`config.mk`:
```
export PLATFORM = sky130hd
export DESIGN_NAME = turn_controller_flat
export DESIGN_NICKNAME = d
export VERILOG_FILES = /design/src/rtl/turn_controller_if.sv /design/src/rtl/turn_controller.sv /design/src/flat_wrapper.sv
export SDC_FILE = /design/constraint.sdc
export NUM_CORES = 1
export LEC_CHECK = 0
export CORE_MARGIN = 3
export CORE_UTILIZATION = 43
export CTS_CLUSTER_DIAMETER = 100
export CTS_CLUSTER_SIZE = 8
export DETAILED_ROUTE_END_ITERATION = 6
export GPL_TIMING_DRIVEN = 0
export PLACE_DENSITY = 0.8
export SETUP_SLACK_MARGIN = 0.4
export SLEW_MARGIN = 0
export SYNTH_ARGS = -nofsm -noshare
export SYNTH_HDL_FRONTEND = slang
export SYNTH_SLANG_ARGS = --single-unit
export TNS_END_PERCENT = 20
```
`constraint.sdc`:
```
create_clock -name clk -period 2.6 [get_ports clk]
set_input_delay 0.52 -clock clk [delete_from_list [all_inputs] [get_ports clk]]
set_output_delay 0.52 -clock clk [all_outputs]
set_load 0.01 [all_outputs]
```
`src/rtl/turn_controller_if.sv`:
```
// Board register file write port: the controller requests, the board file acknowledges.
interface turn_controller_if;
  logic       wr_en;
  logic [5:0] wr_addr;
  logic [2:0] wr_data;
  logic       wr_ack;

  modport master (output wr_en, output wr_addr, output wr_data, input wr_ack);
  modport slave  (input wr_en, input wr_addr, input wr_data, output wr_ack);
endinterface

```
`src/rtl/turn_controller.sv`:
```
// Sequences one checkers move: piece selection, mask check, board writes over a
// req/ack port, multi-jump chains, promotion and turn bookkeeping.
module turn_controller #(
  parameter int CNT_W = 8
) (
  input  logic              clk,
  input  logic              rst,
  input  logic              select_pulse,
  input  logic [5:0]        cursor_loc,
  input  logic [2:0]        cursor_piece,
  input  logic [2:0]        sel_piece,
  input  logic              mask_valid,
  input  logic [63:0]       legal_mask,
  input  logic [63:0]       jump_mask,
  turn_controller_if.master wr_if,
  output logic [5:0]        sel_loc,
  output logic              sel_valid,
  output logic              turn,
  output logic [CNT_W-1:0]  turn_count,
  output logic              busy
);

  typedef enum logic [3:0] {
    IDLE,
    WAIT_MASK,
    PICKED,
    WR_DST,
    WR_SRC,
    WR_CAP,
    FINISH,
    WAIT_CHAIN,
    CHAIN
  } state_t;

  state_t           state_q, state_d;
  logic [5:0]       sel_loc_q, sel_loc_d;
  logic             sel_valid_q, sel_valid_d;
  logic             turn_q, turn_d;
  logic [CNT_W-1:0] cnt_q, cnt_d;
  logic [5:0]       dst_q, dst_d;
  logic             is_jump_q, is_jump_d;
  logic [2:0]       piece_q, piece_d;
  logic             wr_en_q, wr_en_d;
  logic [5:0]       wr_addr_q, wr_addr_d;
  logic [2:0]       wr_data_q, wr_data_d;

  logic       cursor_own;
  logic       cursor_legal;
  logic       cursor_jump;
  logic       promote_now;
  logic [2:0] dst_data;
  logic [6:0] cap_sum;
  logic [5:0] cap_loc;
  logic [5:0] wr_addr_sel;
  logic [2:0] wr_data_sel;
  logic       end_turn;

  assign cursor_own   = (cursor_piece[1:0] != 2'b00) && (cursor_piece[2] == turn_q);
  assign cursor_legal = legal_mask[cursor_loc];
  assign cursor_jump  = jump_mask[cursor_loc];

  // Only a man crowns: red on row 7, black on row 0. A king landing there is unchanged.
  assign promote_now = (piece_q[1:0] == 2'b01) &&
                       (piece_q[2] ? (dst_q[5:3] == 3'd0) : (dst_q[5:3] == 3'd7));
  assign dst_data    = promote_now ? {piece_q[2], 2'b10} : piece_q;

  // Captured square sits midway between source and destination of a jump.
  assign cap_sum = {1'b0, sel_loc_q} + {1'b0, dst_q};
  assign cap_loc = cap_sum[6:1];

  always_comb begin
    wr_addr_sel = sel_loc_q;
    wr_data_sel = 3'b000;
    case (state_q)
      WR_DST: begin
        wr_addr_sel = dst_q;
        wr_data_sel = dst_data;
      end
      WR_CAP:  wr_addr_sel = cap_loc;
      default: ;
    endcase
  end

  always_comb begin
    state_d     = state_q;
    sel_loc_d   = sel_loc_q;
    sel_valid_d = sel_valid_q;
    turn_d      = turn_q;
    cnt_d       = cnt_q;
    dst_d       = dst_q;
    is_jump_d   = is_jump_q;
    piece_d     = piece_q;
    wr_en_d     = wr_en_q;
    wr_addr_d   = wr_addr_q;
    wr_data_d   = wr_data_q;
    end_turn    = 1'b0;

    case (state_q)
      IDLE: begin
        if (select_pulse && cursor_own) begin
          sel_loc_d   = cursor_loc;
          sel_valid_d = 1'b1;
          state_d     = WAIT_MASK;
        end
      end

      WAIT_MASK: begin
        if (mask_valid) begin
          if (legal_mask == 64'd0) begin
            sel_valid_d = 1'b0;
            state_d     = IDLE;
          end else begin
            state_d = PICKED;
          end
        end
      end

      PICKED: begin
        if (select_pulse) begin
          if (cursor_loc == sel_loc_q) begin
            sel_valid_d = 1'b0;
            state_d     = IDLE;
          end else if (cursor_own) begin
            sel_loc_d = cursor_loc;
            state_d   = WAIT_MASK;
          end else if (cursor_legal) begin
            dst_d     = cursor_loc;
            is_jump_d = cursor_jump;
            piece_d   = sel_piece;
            state_d   = WR_DST;
          end
        end
      end

      // First cycle of each write state leaves wr_en low, giving the idle gap
      // between consecutive writes; the request is then held until acked.
      WR_DST, WR_SRC, WR_CAP: begin
        if (!wr_en_q) begin
          wr_en_d   = 1'b1;
          wr_addr_d = wr_addr_sel;
          wr_data_d = wr_data_sel;
        end else if (wr_if.wr_ack) begin
          wr_en_d = 1'b0;
          case (state_q)
            WR_DST:  state_d = WR_SRC;
            WR_SRC:  state_d = is_jump_q ? WR_CAP : FINISH;
            default: state_d = FINISH;
          endcase
        end
      end

      FINISH: begin
        if (is_jump_q && !promote_now) begin
          sel_loc_d = dst_q;
          state_d   = WAIT_CHAIN;
        end else begin
          end_turn = 1'b1;
        end
      end

      WAIT_CHAIN: begin
        if (mask_valid) begin
          if (jump_mask == 64'd0) begin
            end_turn = 1'b1;
          end else begin
            state_d = CHAIN;
          end
        end
      end

      CHAIN: begin
        if (select_pulse && cursor_jump) begin
          dst_d     = cursor_loc;
          is_jump_d = 1'b1;
          piece_d   = sel_piece;
          state_d   = WR_DST;
        end
      end

      default: state_d = IDLE;
    endcase

    if (end_turn) begin
      turn_d      = ~turn_q;
      sel_valid_d = 1'b0;
      state_d     = IDLE;
      if (cnt_q != {CNT_W{1'b1}}) begin
        cnt_d = cnt_q + 1'b1;
      end
    end
  end

  always_ff @(posedge clk) begin
    if (rst) begin
      state_q     <= IDLE;
      sel_loc_q   <= 6'd0;
      sel_valid_q <= 1'b0;
      turn_q      <= 1'b0;
      cnt_q       <= '0;
      dst_q       <= 6'd0;
      is_jump_q   <= 1'b0;
      piece_q     <= 3'b000;
      wr_en_q     <= 1'b0;
      wr_addr_q   <= 6'd0;
      wr_data_q   <= 3'b000;
    end else begin
      state_q     <= state_d;
      sel_loc_q   <= sel_loc_d;
      sel_valid_q <= sel_valid_d;
      turn_q      <= turn_d;
      cnt_q       <= cnt_d;
      dst_q       <= dst_d;
      is_jump_q   <= is_jump_d;
      piece_q     <= piece_d;
      wr_en_q     <= wr_en_d;
      wr_addr_q   <= wr_addr_d;
      wr_data_q   <= wr_data_d;
    end
  end

  assign sel_loc       = sel_loc_q;
  assign sel_valid     = sel_valid_q;
  assign turn          = turn_q;
  assign turn_count    = cnt_q;
  assign busy          = (state_q != IDLE) && (state_q != PICKED);
  assign wr_if.wr_en   = wr_en_q;
  assign wr_if.wr_addr = wr_addr_q;
  assign wr_if.wr_data = wr_data_q;

endmodule
```
`src/flat_wrapper.sv`:
```
// flat-port wrapper written by rule: the top's interface ports become plain ports
module turn_controller_flat 
#(
  parameter int CNT_W = 8
)
  (clk, rst, select_pulse, cursor_loc, cursor_piece, sel_piece, mask_valid, legal_mask, jump_mask, sel_loc, sel_valid, turn, turn_count, busy, wr_if_wr_en, wr_if_wr_addr, wr_if_wr_data, wr_if_wr_ack);
  turn_controller_if wr_if_i ();
  input  logic clk;
  input  logic rst;
  input  logic select_pulse;
  input  logic [5:0] cursor_loc;
  input  logic [2:0] cursor_piece;
  input  logic [2:0] sel_piece;
  input  logic mask_valid;
  input  logic [63:0] legal_mask;
  input  logic [63:0] jump_mask;
  output logic [5:0] sel_loc;
  output logic sel_valid;
  output logic turn;
  output logic [CNT_W-1:0] turn_count;
  output logic busy;
  output wire logic [$bits(wr_if_i.wr_en)-1:0] wr_if_wr_en;
  output wire logic [$bits(wr_if_i.wr_addr)-1:0] wr_if_wr_addr;
  output wire logic [$bits(wr_if_i.wr_data)-1:0] wr_if_wr_data;
  input wire logic [$bits(wr_if_i.wr_ack)-1:0] wr_if_wr_ack;
  assign wr_if_wr_en = wr_if_i.wr_en;
  assign wr_if_wr_addr = wr_if_i.wr_addr;
  assign wr_if_wr_data = wr_if_i.wr_data;
  assign wr_if_i.wr_ack = wr_if_wr_ack;
  turn_controller #(.CNT_W(CNT_W)) u_core (.clk(clk), .rst(rst), .select_pulse(select_pulse), .cursor_loc(cursor_loc), .cursor_piece(cursor_piece), .sel_piece(sel_piece), .mask_valid(mask_valid), .legal_mask(legal_mask), .jump_mask(jump_mask), .wr_if(wr_if_i), .sel_loc(sel_loc), .sel_valid(sel_valid), .turn(turn), .turn_count(turn_count), .busy(busy));
endmodule
```
* Yosys cells after proc, flatten, opt, wreduce, memory -nomap -nowiden *
Cells that the tools add are included.

operators by class
  magnitude comparators = 1
  equality and inequality tests = 30
  $mul = 0
  shift-type cells = 0
  bitwise operators = 2
  reduce and logical (&&, ||, !) cells = 24
  $add $sub $neg = 2
  multiplexer cells = 60
  div/mod/pow operators = 0

operators with widths
  operator                                                                       count
  64-bit logical NOT                                                             2
  6-bit two-way mux                                                              10
  4-bit two-way mux                                                              12
  4-bit case mux with 7 select lines                                             1
  6-bit case mux with 2 select lines                                             2
  1-bit two-way mux                                                              18
  3-bit two-way mux                                                              6
  6-bit case mux with 3 select lines                                             1
  6-bit AND reduction                                                            3
  4-bit by 3-bit equality test with 1-bit output (second input constant)         4
  2-bit by 1-bit != test with 1-bit output (second input constant)               8
  2-bit != test (second input constant)                                          7
  1-bit binary-select mux with 6-bit select                                      2
  10-bit AND reduction                                                           1
  8-bit by 1-bit adder with 8-bit output (second input constant)                 1
  4-bit by 2-bit equality test with 1-bit output (second input constant)         2
  8-bit != test (second input constant)                                          1
  4-bit case mux with 2 select lines                                             1
  6-bit by 6-bit adder with 7-bit output                                         1
  6-bit by 7-bit less-than comparator with 1-bit output (second input constant)  1
  6-bit equality test                                                            1
  1-bit logical AND                                                              6
  2-bit two-way mux                                                              3
  3-bit case mux with 2 select lines                                             1
  19 further kinds                                                               24

storage, ports and cells
  memories = 0
  output and inout bits = 27
  bits in read-only memories = 0
  RAM bits = 0
  word-level logic and storage cells = 130
  flip-flop bits (word level) = 40
  latch bits = 0

* Longest topological paths before layout *
  word-level depth = 8
  depth in mapped cells = 11
  gate-level depth less buffers = 9

* Worst setup path before layout *
Ideal clock, no wire load.

  kind = input to register
  start = input cursor_loc[1]
  end = register u_core.state_q[3]
  slack = 0.175 ns
  arrival = 2.310 ns
  path buffers = 2
  setup time = 0.115 ns
  cell stages on the path = 9
  cell sequence = buf_6 buf_12 mux4_2 mux2i_1 a221oi_2 a22oi_1 a2111o_1 o21bai_4 o21a_1

between the ends
  longest elaborated chain between the ends = 5
  elaborated cells between the ends (all ways) = 12
  those cells by class = eq/ne (3); mux (7); reduce/logical (2)

RTL lines
  element                                                    line                    text
  from (decl)                                                flat_wrapper.sv:11      input logic [5:0] cursor_loc;
  1-bit binary-select mux with 6-bit select                  turn_controller.sv:60   assign cursor_jump = jump_mask[cursor_loc];
  1-bit two-way mux (implied by the code)                    turn_controller.sv:60
  1-bit logical AND                                          turn_controller.sv:172  if (select_pulse && cursor_jump) begin
  2-bit by 1-bit != test with 1-bit output (no source line)  -
  10-bit AND reduction (no source line)                      -
  to (signal assigned)                                       turn_controller.sv:207  state_q <= state_d;
  to (decl)                                                  turn_controller.sv:35   state_t state_q, state_d;

Parallel ways exist; a longest one is shown, timed or not. The select of a mux whose other input is x is not followed.
A chain may end at the register's enable or synchronous reset.

* Worst setup path after layout *
  start = input cursor_loc[2]
  end = register u_core.dst_q[1]

between the ends
  longest elaborated chain between the ends = 5
  elaborated cells between the ends (all ways) = 10
  those cells by class = eq/ne (4); mux (4); reduce/logical (2)

RTL lines
  element                                                    line                    text
  1-bit binary-select mux with 6-bit select                  turn_controller.sv:60
  1-bit two-way mux (implied by the code)                    turn_controller.sv:60
  1-bit logical AND                                          turn_controller.sv:172
  2-bit by 1-bit != test with 1-bit output (no source line)  -
  6-bit AND reduction (no source line) *                     -
  to (signal assigned)                                       turn_controller.sv:212  dst_q <= dst_d;
  to (decl)                                                  turn_controller.sv:40   logic [5:0] dst_q, dst_d;

Every way passes the cells marked *; elsewhere a longest branch is shown, timed or not. The select of a mux whose other input is x is not followed.

==> impl_results.md <==
- Worst rel slew slack: 58.1%
- Sequential share of power: 31.2%
- Synthesis Warnings: 0
- CTS Sinks: 40
- Reg-to-Reg End: u_core.turn_count[4]
- Post-synth EDFFs: 0
- Root buffer cell: clkbuf_8
- H-tree levels: 2
- Switching part of the total: 37.5%
- Net Count, Synth: 563
- Share of the synthesized area in the top cell type: approximately a fifth
- Final GP Congestion: 0.917
- CTS tree: done
- Initial antenna violation count: 1
- Simple-gate share of the synthesized area: 22.5%
- Row count: 33
- First-pass GRT wire length: 24000 um
- Total Die Area: 10100 um^2
- Critical path endpoint category: register
- Core area: 8460 um^2
- Die X: 101 um
- Post-synth ARST share: 0%
- Worst vdd ir: 265 uV
- Setup crit start: cursor_loc[2]
- Post-Route WL: 15700 um
- CTS Buffer Depth: 2
- WHS: 0.450 ns
- Syn_area_per_cell: 9.38 um^2
- Max-Cap Viols: 0
- First-pass DRT Iterations: 5
- Critical path endpoint: u_core.dst_q[1]
- Synth top area cells: dfxtp_1, mux4_1, mux2i_1, mux4_2, nor4_1
- 1st-iter DRT viols: 490
- Final setup fails: 0
- Compound-Gate Fraction of Synth Area: 14.0%
- Synth cell types: between 60 and 70
- Clock share of power: 16.8%
- Share of cells above drive strength 1: 26.8%
- Synth Area in XOR/XNOR: 4.09%
- Fin nets: 757
- Area leader, netlist: dfxtp_1
- Main combinational cell family by area after synthesis: multiplexers
- Synthesized instance count: slightly above 400
- Final Hold Viols: 0
- Status: finished clean
- Synth Area in Adders: roughly 2.5%
- Unrepaired setup endpoints after global routing: yes
- Pleak: 2.58 nW
- Post-route ant nets: 0
- Synth Cell Area: 3850 um^2
- Largest net degree at the start of global routing: 13
- Hpwl dp: 11600 um
- Setup slack, reg-to-reg: 0.43 ns
- Setup crit start kind: input port
- Reg2Reg Depth: 7
- Synth-to-layout area growth: 61.2%
- Clk slew on worst S/H paths: 0.08 ns
- Worst hold path cell count: 2
- CP Data Arrival Time: about 2.6 ns
- Max FO, Critical Path: 5
- WP data required: 2.82 ns
- Die H: 101 um
- Hold Crit Class: reg2reg
- Psw: 918 uW
- Final min period: 2.34 ns
- Sequential-to-total area share from yosys stat: 20.8%
- Period utilization: 89.8%
- Mux cell area share after synthesis: 30.0%
- PwrDens: approximately 390 nW/um^2
- Int Pwr: around 1.5 mW
- Crit path kind: in2reg
- Vias in the first global route: 4620
- GRT Util Overall: around 30%
- Fmax: 428 MHz
- Clock latency on the worst-skew pair: 0.30 ns
- IO Count: 172
- Final Slew Violations: 0
- Comb pwr share: 52.0%
- Wirelength per Cell: 22.1 um
- Clock skew: 0.00832 ns
- HP Start: u_core.wr_if.wr_data[2]
- Vias: 4513
- Initial Utilization: 45.5%
- Seq cells post-synth: 40
- CTS buffer count: 5
- Layout fillers: about 640
- Residual DRC count: 0
- Worst r2r src: u_core.dst_q[4]
- GRT overflow: 0
- Main flop type after synthesis: dfxtp_1
- IO Port Bufs: 168
- Via density: about 6.3
- Slew @ Worst Pin: ~0.63 ns
- Setup Total Neg Slack: 0 ns
how the worst min path moves through the flow:
stage | endpoint | slack [ns]
global placement | u_core.wr_if.wr_data[0] | 0.44
finish | u_core.wr_if.wr_data[2] | 0.45
global route | u_core.wr_if.wr_data[2] | 0.49
CTS | u_core.wr_if.wr_data[2] | 0.45
detailed placement | u_core.wr_if.wr_data[2] | 0.44
floorplan | u_core.piece_q[1] | 0.44
layout by cell type, fill, tap and decap left out, types with 3 or more instances in the layout:
cell and n:
and3_1 4, nand3_1 7, nand4_1 14, and3b_1 3, clkbuf_8 5, nor3_1 4, a21oi_1 15, nor2_2 5
clkdlybuf4s50_1 37, mux4_2 31, ha_1 6, buf_6 10, dlymetal6s2s_1 36, mux2i_1 28, a22oi_1 3, mux2_2 4
nor2_1 29, inv_1 12, nor2b_1 8, nor4_2 15, nor4_1 15, o21ai_0 13, dlygate4sd2_1 69, a2111oi_4 5
dfxtp_1 39, buf_12 5, xnor2_1 15, a211oi_1 4, nand2b_1 5, buf_16 3, xor2_1 3, buf_4 17
clkbuf_2 28, nand2_1 36, clkbuf_1 6, nor4_4 4, mux2i_2 4, a221oi_1 5
flip-flops by register name, summed over array words and instances (netlist names), 3 cells and up:
name / cells
u_core.dst_q: 6
u_core.piece_q: 3
u_core.sel_loc: 6
u_core.state_q: 4
u_core.turn_count: 8
u_core.wr_if.wr_addr: 6
u_core.wr_if.wr_data: 3
worst max-delay path, stage by stage:
cell and delay [ns]:
buf_6 0.13, buf_12 0.14, buf_4 0.11, mux4_2 0.50, nor4_1 0.27, nor4_1 0.10, nand3_1 0.14, a21oi_2 0.08
o21a_1 0.23, buf_6 0.16, o31ai_4 0.16
metal layers:
metal	part of all wire, %	wire length, um	global-route usage, %	up-vias
met5	0	0	0	-
met3	7.4	1170	5.81	43
met2	51	8060	52.7	262
li1	-	-	-	2000
met1	38	6000	36.8	2208
met4	3.1	484	9.33	0
through the flow:
stage,std cells,setup WS [ns],power [mW],instance area (um^2),utilization [%]
after floorplan,411,0.226,1.45,3840,-
after global placement,684,-0.607,1.92,5660,66.8
after detailed placement,684,-0.723,1.94,5660,66.8
after CTS,704,0.303,2.38,6010,71.0
after global routing,711,0.102,2.58,6210,73.4
final,711,0.264,2.45,6210,73.4
power by group through the flow:
stage                     Sequential (mW)  Combinational, mW  Clock, mW
after CTS                           0.757               1.21      0.414
after floorplan                     0.764              0.681          0
after global routing                0.773               1.36      0.446
after global placement              0.767               1.16          0
after detailed placement            0.771               1.17          0
final                               0.765               1.27      0.412
cell families after synthesis:
family | count (synthesis)
AOI/OAI and AO/OA | 74
adders and majority gates | 7
and+or+nand+nor | 165
xor gates and xnor gates | 18
DFF | 40
buffers and inverters | 39
muxes | 68
synth_stat cells, drive strengths merged (5+ instances only):
library cell,number
dfxtp,40
nand2,36
nor2,34
nor4,34
mux2i,32
mux4,32
a21oi,18
o21ai,16
buf,15
xnor2,15
nand4,14
clkbuf,12
inv,12
nor2b,9
a221oi,7
nand3,7
ha,6
nor3,6
a2111oi,5
a211oi,5
and3,5
nand2b,5
repair_timing:
action | in CTS | in global routing
endpoints found under the hold margin | 0 | 0
gates resized for setup | 151 | 134
hold buffers | 0 | 0
setup endpoints to repair | 32 | 40
pin swaps | 39 | 33
buffers inserted | 9 | 6
gates cloned | 4 | 0
layout make-up:
cell class	instances	area (um^2)	share of cell area, %
tap	105	131	2.11
inverter	12	45.0	0.725
clock inverter	2	12.5	0.201
buffer	27	262	4.21
timing repair buffer	187	1780	28.6
antenna	1	2.50	0.0403
clock buffer	5	68.8	1.11
multi-input combinational	332	3110	50.1
sequential	40	802	12.9
No activity file was read; power rests on OpenSTA's default activity.
